### src/rtl/cnn_mac_pipe_sat.sv
// Pipelined signed multiply-accumulate with round-half-up, arithmetic right
// shift and saturation. One beat per cycle, valid/ready on both sides, and a
// single global stall driven by the output register.
module cnn_mac_pipe_sat #(
  parameter int DIN0_WIDTH = 14,
  parameter int DIN1_WIDTH = 9,
  parameter int ACC_WIDTH  = 32,
  parameter int DOUT_WIDTH = 16,
  parameter int MUL_STAGES = 2,
  parameter int SHIFT      = 8
) (
  input  logic                  ap_clk,
  input  logic                  ap_rst_n,
  input  logic                  in_valid,
  output logic                  in_ready,
  input  logic [DIN0_WIDTH-1:0] din0,
  input  logic [DIN1_WIDTH-1:0] din1,
  input  logic                  in_first,
  input  logic                  in_last,
  output logic                  out_valid,
  input  logic                  out_ready,
  output logic [DOUT_WIDTH-1:0] dout,
  output logic                  dout_ovf,
  output logic                  busy
);

  localparam int PW   = DIN0_WIDTH + DIN1_WIDTH;
  localparam int LAST = MUL_STAGES - 1;

  // Rounding constant: half of one output LSB after the shift.
  localparam logic signed [ACC_WIDTH:0] RND =
    (SHIFT > 0) ? (ACC_WIDTH+1)'(64'sd1 <<< ((SHIFT > 0) ? (SHIFT - 1) : 0))
                : (ACC_WIDTH+1)'(64'sd0);

  // Output range limits.
  localparam logic signed [DOUT_WIDTH-1:0] DMAX = {1'b0, {(DOUT_WIDTH-1){1'b1}}};
  localparam logic signed [DOUT_WIDTH-1:0] DMIN = {1'b1, {(DOUT_WIDTH-1){1'b0}}};
  localparam logic signed [ACC_WIDTH:0]    RMAX = (ACC_WIDTH+1)'(DMAX);
  localparam logic signed [ACC_WIDTH:0]    RMIN = (ACC_WIDTH+1)'(DMIN);

  // Operand register stage
  logic                         iv_q, if_q, il_q;
  logic signed [DIN0_WIDTH-1:0] a_q;
  logic signed [DIN1_WIDTH-1:0] b_q;

  // Product pipeline
  logic [MUL_STAGES-1:0]        pv_q, pf_q, pl_q;
  logic signed [PW-1:0]         pp_q [MUL_STAGES];

  // Accumulator and output
  logic signed [ACC_WIDTH-1:0]  acc_q;
  logic signed [ACC_WIDTH-1:0]  acc_d;
  logic                         sum_open_q;
  logic                         out_valid_q;
  logic [DOUT_WIDTH-1:0]        dout_q;
  logic                         ovf_q;

  logic                         adv;
  logic signed [PW-1:0]         prod_c;
  logic signed [ACC_WIDTH-1:0]  p_ext;
  logic signed [ACC_WIDTH:0]    sum_r;
  logic signed [ACC_WIDTH:0]    shr_r;
  logic                         sat_hi, sat_lo;
  logic [DOUT_WIDTH-1:0]        dout_d;
  logic                         tv, tf, tl;

  // Whole pipeline advances together unless a result is waiting downstream.
  assign adv      = ~(out_valid_q & ~out_ready);
  assign in_ready = adv;

  assign prod_c = a_q * b_q;

  assign tv = pv_q[LAST];
  assign tf = pf_q[LAST];
  assign tl = pl_q[LAST];

  // Accumulate, round, shift and clip for the beat leaving the product pipe.
  always_comb begin
    p_ext  = ACC_WIDTH'(pp_q[LAST]);
    acc_d  = tf ? p_ext : (acc_q + p_ext);
    sum_r  = (ACC_WIDTH+1)'(acc_d) + RND;
    shr_r  = sum_r >>> SHIFT;
    sat_hi = (shr_r > RMAX);
    sat_lo = (shr_r < RMIN);
    if (sat_hi) begin
      dout_d = DMAX;
    end else if (sat_lo) begin
      dout_d = DMIN;
    end else begin
      dout_d = shr_r[DOUT_WIDTH-1:0];
    end
  end

  // Register the accepted operands and their framing flags.
  always_ff @(posedge ap_clk or negedge ap_rst_n) begin
    if (!ap_rst_n) begin
      iv_q <= 1'b0;
      if_q <= 1'b0;
      il_q <= 1'b0;
      a_q  <= '0;
      b_q  <= '0;
    end else if (adv) begin
      iv_q <= in_valid;
      if_q <= in_valid & in_first;
      il_q <= in_valid & in_last;
      if (in_valid) begin
        a_q <= din0;
        b_q <= din1;
      end
    end
  end

  // Carry the product and its flags through MUL_STAGES registers.
  always_ff @(posedge ap_clk or negedge ap_rst_n) begin
    if (!ap_rst_n) begin
      pv_q <= '0;
      pf_q <= '0;
      pl_q <= '0;
      for (int i = 0; i < MUL_STAGES; i++) pp_q[i] <= '0;
    end else if (adv) begin
      pv_q[0] <= iv_q;
      pf_q[0] <= if_q;
      pl_q[0] <= il_q;
      pp_q[0] <= prod_c;
      for (int i = 1; i < MUL_STAGES; i++) begin
        pv_q[i] <= pv_q[i-1];
        pf_q[i] <= pf_q[i-1];
        pl_q[i] <= pl_q[i-1];
        pp_q[i] <= pp_q[i-1];
      end
    end
  end

  // Update the running sum and track whether a group is open.
  always_ff @(posedge ap_clk or negedge ap_rst_n) begin
    if (!ap_rst_n) begin
      acc_q      <= '0;
      sum_open_q <= 1'b0;
    end else if (adv && tv) begin
      acc_q <= acc_d;
      if (tl) begin
        sum_open_q <= 1'b0;
      end else if (tf) begin
        sum_open_q <= 1'b1;
      end
    end
  end

  // Load a finished result, or clear the output slot once it has been taken.
  always_ff @(posedge ap_clk or negedge ap_rst_n) begin
    if (!ap_rst_n) begin
      out_valid_q <= 1'b0;
      dout_q      <= '0;
      ovf_q       <= 1'b0;
    end else if (adv) begin
      if (tv && tl) begin
        out_valid_q <= 1'b1;
        dout_q      <= dout_d;
        ovf_q       <= sat_hi | sat_lo;
      end else begin
        out_valid_q <= 1'b0;
        dout_q      <= '0;
        ovf_q       <= 1'b0;
      end
    end
  end

  assign out_valid = out_valid_q;
  assign dout      = dout_q;
  assign dout_ovf  = ovf_q;
  assign busy      = iv_q | (|pv_q) | out_valid_q | sum_open_q;

endmodule

### config.mk
export PLATFORM = sky130hd
export DESIGN_NAME = cnn_mac_pipe_sat
export DESIGN_NICKNAME = d
export VERILOG_FILES = /design/src/rtl/cnn_mac_pipe_sat.sv
export SDC_FILE = /design/constraint.sdc
export NUM_CORES = 1
export LEC_CHECK = 0
export CORE_MARGIN = 2
export CORE_UTILIZATION = 35
export DETAILED_ROUTE_END_ITERATION = 8
export PLACE_DENSITY_LB_ADDON = 0.3
export SLEW_MARGIN = 20
export SYNTH_ARGS = -nofsm -noshare
export SYNTH_HDL_FRONTEND = slang
export SYNTH_SLANG_ARGS = --single-unit
### constraint.sdc
create_clock -name ap_clk -period 11 [get_ports ap_clk]
set_input_delay 3.3 -clock ap_clk [delete_from_list [all_inputs] [get_ports ap_clk]]
set_output_delay 3.3 -clock ap_clk [all_outputs]
set_load 0.02 [all_outputs]
==> results of run 1 <==
-- layer usage --
| metal | track usage | share of wire |
|---|---|---|
| met5 | 0 | 0 |
| met4 | 0.04953 | 0.018 |
| met3 | 0.02570 | 0.038 |
| met2 | 0.2988 | 0.49 |
| met1 | 0.2377 | 0.45 |
-- cell families (layout without fill, tap and decap cells) --
kind of cell,after synthesis,in the layout,synth area share
AOI/OAI and AO/OA,283,283,0.1609
xor gates and xnor gates,56,56,0.03915
adders and majority gates,186,186,0.2493
buffers and inverters,175,185,0.05404
DFF,129,129,0.2577
muxes,41,41,0.03606
and+or+nand+nor,515,515,0.2029
-- worst min path at each step --
stage | start | endpoint | slack, ns | cells past startpoint
after global routing | pp_q[25] | p_ext[2] | 0.49 | 2
after CTS | pl_q[0] | pl_q[0] | 0.47 | 2
after detailed placement | pl_q[0] | pl_q[0] | 0.46 | 2
after global placement | pl_q[0] | pl_q[0] | 0.45 | 2
after floorplan | if_q | if_q | 0.44 | 2
final | pl_q[0] | pl_q[0] | 0.47 | 2
-- worst max-delay path, delay by kind of cell --
kind | cells | cell delay [ns]
buf+inv | 3 | 1.05
simple gates | 1 | 0.21
-- placed cells by master, fill, tap and decap left out, drive strengths merged, types with 7 or more instances in the layout --
master	Yosys	routed
o21ai	66	66
mux2	33	33
o21bai	9	9
a211oi	9	9
nand2b	19	19
nor3	19	19
buf	19	8
a2111oi	8	8
and2	54	54
nand3	29	29
and3	10	10
inv	98	101
or3	7	7
clkdlybuf4s50	0	47
fa	106	106
ha	80	80
clkbuf	57	19
o211a	8	8
nor2	64	64
nand4	17	17
a32oi	7	7
mux2i	8	8
nor2b	10	10
xor2	20	20
nand2	256	256
dfrtp	129	129
a21oi	69	69
xnor2	36	36
a21o	17	17
o211ai	8	8
-- metrics by stage --
step / hold slack (ns) / setup slack, ns
floorplan: 0.4386 / 3.366
global placement: 0.4504 / 3.072
detailed placement: 0.4558 / 3.091
CTS: 0.4688 / 3.086
global route: 0.4898 / 3.051
finish: 0.4655 / 3.133
-- flip-flops by register name, indices dropped and copies added, names as in the netlist --
name        flops
a_q            14
pp_q           23
il_q            1
out_valid       1
dout           16
b_q             9
pv_q            2
iv_q            1
sum_open_q      1
dout_ovf        1
p_ext          23
pl_q            2
acc_q          32
if_q            1
pf_q            2
-- area by class of cell --
cell class                      instances  area (µm²)  area share
Clock buffer                           19       432.9     0.03117
Multi-Input combinational cell       1081        8633      0.6215
Timing Repair Buffer                   55       534.3     0.03846
Tap cell                              461       576.8     0.04152
Sequential cell                       129        3229      0.2325
Inverter                               99       371.6     0.02675
Clock inverter                         12       112.6    0.008107
==> results list, run 1 <==
- The flow ran to the end, and the final reports show no timing, DRC or antenna violations.
* DRC violation count after routing: 0
- On the final layout, the worst clock skew is 0.008657 ns.
- Endpoints failing setup: 0
- Total via count in the routed design: 9883
- The clock reaches the later pin of the worst-skew pair after 0.44 ns.
* Cell depth of the worst flop-to-flop path: 23
- Post-Synthesis Cells: 1385
- In this run, synthesis inferred 0 flip-flops with an integrated enable.
- The number of placed instances, taps included, is around 1.8k.
- Worst Setup Path Type: in -> out
- Largest incremental delay on the critical path: approximately 0.54 ns
- After legalization and detailed placement, the total HPWL measured approximately 24000 µm.
* Layout Cells excl Fill: 1856
- After global routing the overflow that remains totals 0.
- Die area: 37320 µm²
- Gates resized during post-CTS repair numbered 0.
- Buffers placed on the I/O ports in this run total 48.
* Fraction of synthesis flops using an asynchronous set or reset pin: 1.000
* Utilization of the core after routing: 0.3924
* Worst reg2reg path startpoint: b_q[2]
- In this run the remaining antenna-violating nets after routing total 0.
- The number of hold-slack violations in the final timing report came to 0.
- In this run the worst path has a maximum fanout of 5.
- Measured slew at the worst slew-check pin: 0.9924 ns
* Primary flip-flop cell chosen by synthesis mapping: sky130_fd_sc_hd__dfrtp_1
* Post-route standard cell area excluding fillers: 13890 µm²
- Number of clock buffers inserted by TritonCTS: 17
- Count of standard-cell rows: 69
* Total number of nets in the final design: approximately 1.6k
- In this run the worst setup path terminates at in_ready.
* Ant diodes: 0
* HP Class: reg -> reg
* GPL Wtd Cong: 0.8911
- Synthesized net count: 1600
* Worst R2R Setup Slack: 4.65 ns
- Number of buffers on the longest clock path: 2
- Worst path required time: ~7.7 ns
- Among the stages of the critical path, the cell type that occurs most often is sky130_fd_sc_hd__clkdlybuf4s50_1.
* Number of detailed-routing iterations run before antenna repair: 5
* Post-CTS setup-driven buffer insertion count: 0
* Cell area after synthesis: 12530 µm²
- The total area inside the core boundary comes to 35400 µm².
* # Max-Cap Violations: 0
- The worst setup path is launched from an input port.
* Average vias per placed instance: 5.325
- Average wire per standard cell: ~17 µm
- The floorplan step set the die width to ~190 µm.
- Number of hold-repair buffers added at the cts stage: 0
- The root buffer cell chosen for the clock tree is sky130_fd_sc_hd__clkbuf_16.
- The first global-routing pass estimated 52090 µm of wire.
- Worst setup path startpoint: out_ready
- Avg Inst Size Synth: approximately 9.0 µm²
- STA puts the critical path data arrival time at 4.57 ns.
* Total Negative Setup Slacks: 0 ns
* Worst path slowest cell: sky130_fd_sc_hd__clkdlybuf4s50_1
* Pin count of the biggest net entering global routing: between 70 and 80
- Summed over all layers, the routed wires come to 31390 µm.
* Top cell type by total area after synthesis: sky130_fd_sc_hd__dfrtp_1
* DP Area: 13350 µm²
- Synth Warn #: 0
- Time the worst path needs with I/O delays and setup: 7.867 ns
- After the first detailed-routing iteration, the DRC count stood at 609.
- Fraction of final layout cells sized beyond drive strength 1: 0.08244
* Critical path, cell by cell: clkdlybuf4s50_1 -> nor2b_4 -> inv_2 -> clkdlybuf4s50_1
* Setup repair after global routing missed its margin: false
- Max Freq: between 100 and 150 MHz
* Ports placed on the boundary: 49
- The number of global-route vias before repair is 9984.
- The tree built by TritonCTS fans out to 129 sinks.
- The most common cell in the synthesized netlist is sky130_fd_sc_hd__nand2_1.
- The share of the Yosys chip area taken by registers is 0.2577.
- The number of antenna violations at the first check in global routing was 0.
- After synthesis, the most frequently instantiated cells are sky130_fd_sc_hd__nand2_1 (256), sky130_fd_sc_hd__dfrtp_1 (129), sky130_fd_sc_hd__fa_1 (106).
* Final Slew Violations: 0
- Synth top area share: 0.2577
* H-tree level count: 4
- The synthesized design contains 129 register bits.
* Number of distinct library cells after synthesis: 95
* Reg-to-Reg End: pp_q[44]
- STA classifies the critical path endpoint as a primary output.
- Worst slew slack as a fraction of its limit: 0.3368
- Share of the clock period used by the worst path after layout: 0.7152
* Overall global routing resource usage: 0.1773
* TritonCTS clock tree: built
- Layout overhead on the synthesized area: 10.89%
* Overall die height: about 190 µm
- For this configuration, the core starts out at a cell density of 0.3539.
- After clock tree synthesis, the clock-pin slew on the worst setup and hold paths is 0.06 ns.
- Cells taking the most area after synthesis: sky130_fd_sc_hd__dfrtp_1 (26%), sky130_fd_sc_hd__fa_1 (17%), sky130_fd_sc_hd__ha_1 (8.0%), sky130_fd_sc_hd__nand2_1 (7.7%), sky130_fd_sc_hd__mux2_2 (3.0%)
* Fill cell total of the finished layout: 3611
Power of run 1 is left out: the tool's default activity adds up to more than one toggle a clock period on the data nets, which glitch-free logic cannot reach.
==> run 2, diff against run 1 <==
Clock period 11 ns to 6.7 ns, I/O delays scaled along.
==> results list, run 2 (same netlist as run 1, synthesis figures left out) <==
- Share of the clock period used by the worst path after layout: 0.9255
- In this run the vertical extent of the chip is between 150 and 200 µm.
- In the final routed layout, each cell accounts on average for 17.00 µm.
* Overall global routing resource usage: 0.1779
- The first global-routing pass estimated 52410 µm of wire.
* Fill cell total of the finished layout: 3607
- Counting every sink on the clock net gives 129.
- Ant diodes: 0
- Met2 track demand over resource in global routing: 0.2918
* Critical Path Fanout Max: 15
- Entering global routing, the biggest net connects between 90 and 100 pins.
* Total Negative Setup Slacks: 0 ns
- For this run, global-route usage on met3 was measured as 0.03131.
* Worst reg2reg path startpoint: b_q[2]
- Clock transition at the register clock pins on the worst setup and hold paths after CTS: 0.06 ns
- Kind of end point of the critical path: register
- In this run the worst setup path terminates at pp_q[44].
- Register Area: about 3200 µm²
- At the end of routability-driven placement, the weighted congestion stood at 0.8951.
* Via count of the first global-routing pass: 10.05k
- Depth of the worst hold-timing path: 2
* Worst slew slack as a fraction of its limit: 0.3239
- Endpoints failing setup: 0
- For this configuration, the core starts out at a cell density of 0.3539.
- The worst register-to-register path has a depth of 23.
- # Max-Cap Violations: 0
- Ports placed on the boundary: 49
- Most common cell after layout, fill and taps aside: sky130_fd_sc_hd__nand2_1
- The floorplan step defined a core boundary enclosing ~35000 µm².
* Most flops, register: acc_q
* Global route overflow: 0
- In the routed design, unresolved DRC markers number 0.
- Tracing the worst setup path back leads to its startpoint at b_q[2].
- Final Slew Violations: 0
- The worst setup path is launched from a register.
- Total number of nets in the final design: 1603
- Met1 GRT Util: 0.2368
* Number of port buffers: 48
- The worst register-to-register path ends at pp_q[44].
* Global route hottest layer: met2
- The number of clock buffers added by TritonCTS is 17.
- Clock tree synthesis selected as its root buffer the cell sky130_fd_sc_hd__clkbuf_16.
- Commonest cells after routing, fill and taps aside: sky130_fd_sc_hd__nand2_1 (256), sky130_fd_sc_hd__dfrtp_1 (128), sky130_fd_sc_hd__fa_1 (106)
- Measured slew at the worst slew-check pin: 1.012 ns
- HPWL Detailed: 24520 µm
* Fraction of final layout cells sized beyond drive strength 1: 0.08643
* Number of failing hold endpoints at the final stage: 0
- Post-Route Skew: approximately 0.01 ns
- For this design, the CTS-stage hold fixing added 0 buffers.
- The run finished with clean final reports.
- Antenna violations before repair: 0
- Total Routed Length: 31640 µm
- The worst hold path begins at pp_q[24].
- Worst skew pair latency: 0.43 ns
- Worst Setup Path Type: reg -> reg
- The die is 193.2 µm wide.
* Worst path required time: approximately 7 ns
* Number of buffers on the longest clock path: 2
- Timing would allow up to roughly 160 MHz.
- Setup repair after global routing missed its margin: false
- H-tree level count: 4
- The initialized floorplan defines slightly below 70 standard-cell rows.
* HP Class: reg -> reg
- Number of detailed-routing iterations run before antenna repair: 7
- Time the worst path needs with I/O delays and setup: 6.201 ns
- Die area: 37320 µm²
* Crit path arrival time: between 6 and 7 ns
- The register with the most flip-flops in the layout has 32 of them.
- Average vias per placed instance: 5.331
- Starting DRC count in detailed routing: 564
- TritonCTS built the clock tree.
- Area of the multi-input gates: roughly 8600 µm²
* Total via count in the routed design: between 9k and 10k
- Antenna-violating nets left: 0
- Layout overhead on the synthesized area: 11.19%
- Setup slack on the worst reg-to-reg path comes out at between 0.4 and 0.5 ns.
==> run 2: critical path, stage by stage, from the launching register on <==
cell and delay (ns):
sky130_fd_sc_hd__dfrtp_1 0.62, sky130_fd_sc_hd__nand2_1 0.14, sky130_fd_sc_hd__fa_1 0.52, sky130_fd_sc_hd__fa_1 0.51, sky130_fd_sc_hd__inv_1 0.04, sky130_fd_sc_hd__ha_1 0.27, sky130_fd_sc_hd__inv_1 0.05, sky130_fd_sc_hd__fa_1 0.52
sky130_fd_sc_hd__inv_1 0.04, sky130_fd_sc_hd__ha_1 0.28, sky130_fd_sc_hd__ha_1 0.23, sky130_fd_sc_hd__fa_1 0.40, sky130_fd_sc_hd__a21o_1 0.17, sky130_fd_sc_hd__a21oi_1 0.23, sky130_fd_sc_hd__o21bai_1 0.10, sky130_fd_sc_hd__a21oi_1 0.23
sky130_fd_sc_hd__o21bai_1 0.10, sky130_fd_sc_hd__a21oi_1 0.24, sky130_fd_sc_hd__o21bai_1 0.13, sky130_fd_sc_hd__a2111oi_1 0.57, sky130_fd_sc_hd__o311ai_0 0.23, sky130_fd_sc_hd__a21oi_1 0.20, sky130_fd_sc_hd__xor2_1 0.14, sky130_fd_sc_hd__o21ai_0 0.08
==> run 2: final cells by class <==
cell class | instances | share of cell area
clock buffer | 20 | 0.03351
clock inverter | 11 | 0.005839
timing repair buffer | 60 | 0.04105
inverter | 99 | 0.02668
tap | 461 | 0.04141
sequential | 129 | 0.2319
multi-input combinational | 1081 | 0.6197
==> run 2: repair_timing <==
action / in CTS / in global routing
resized for setup: 0 / 1
setup buffers: 0 / 0
endpoints found under the setup margin: 0 / 2
==> run 2: through the flow <==
stage	instance area [µm²]	cells	util	hold WS (ns)	setup slack [ns]
global placement	13380	1830	0.3780	0.4505	0.5563
CTS	13930	1861	0.3935	0.4726	0.4189
finish	13930	1861	0.3935	0.4666	0.4990
detailed placement	13380	1830	0.3780	0.4572	0.4464
floorplan	12530	1385	-	0.4386	1.026
global route	13930	1861	0.3935	0.4882	0.04166
==> run 2: worst min-delay path by stage <==
stage          slack, ns  endpoint
2_1_floorplan       0.44      if_q
3_3_place_gp        0.45  pp_q[24]
3_5_place_dp        0.46  pp_q[25]
4_1_cts             0.47  pp_q[25]
5_1_grt             0.49  pp_q[25]
6_report            0.47  pp_q[24]
==> run 2: per-layer routing <==
metal | up-vias | share of wire
met5 | - | 0
met1 | 4882 | 0.45
met3 | 47 | 0.043
li1 | 4763 | -
met2 | 229 | 0.48
met4 | 0 | 0.030
Power of run 2 is left out for the same reason.
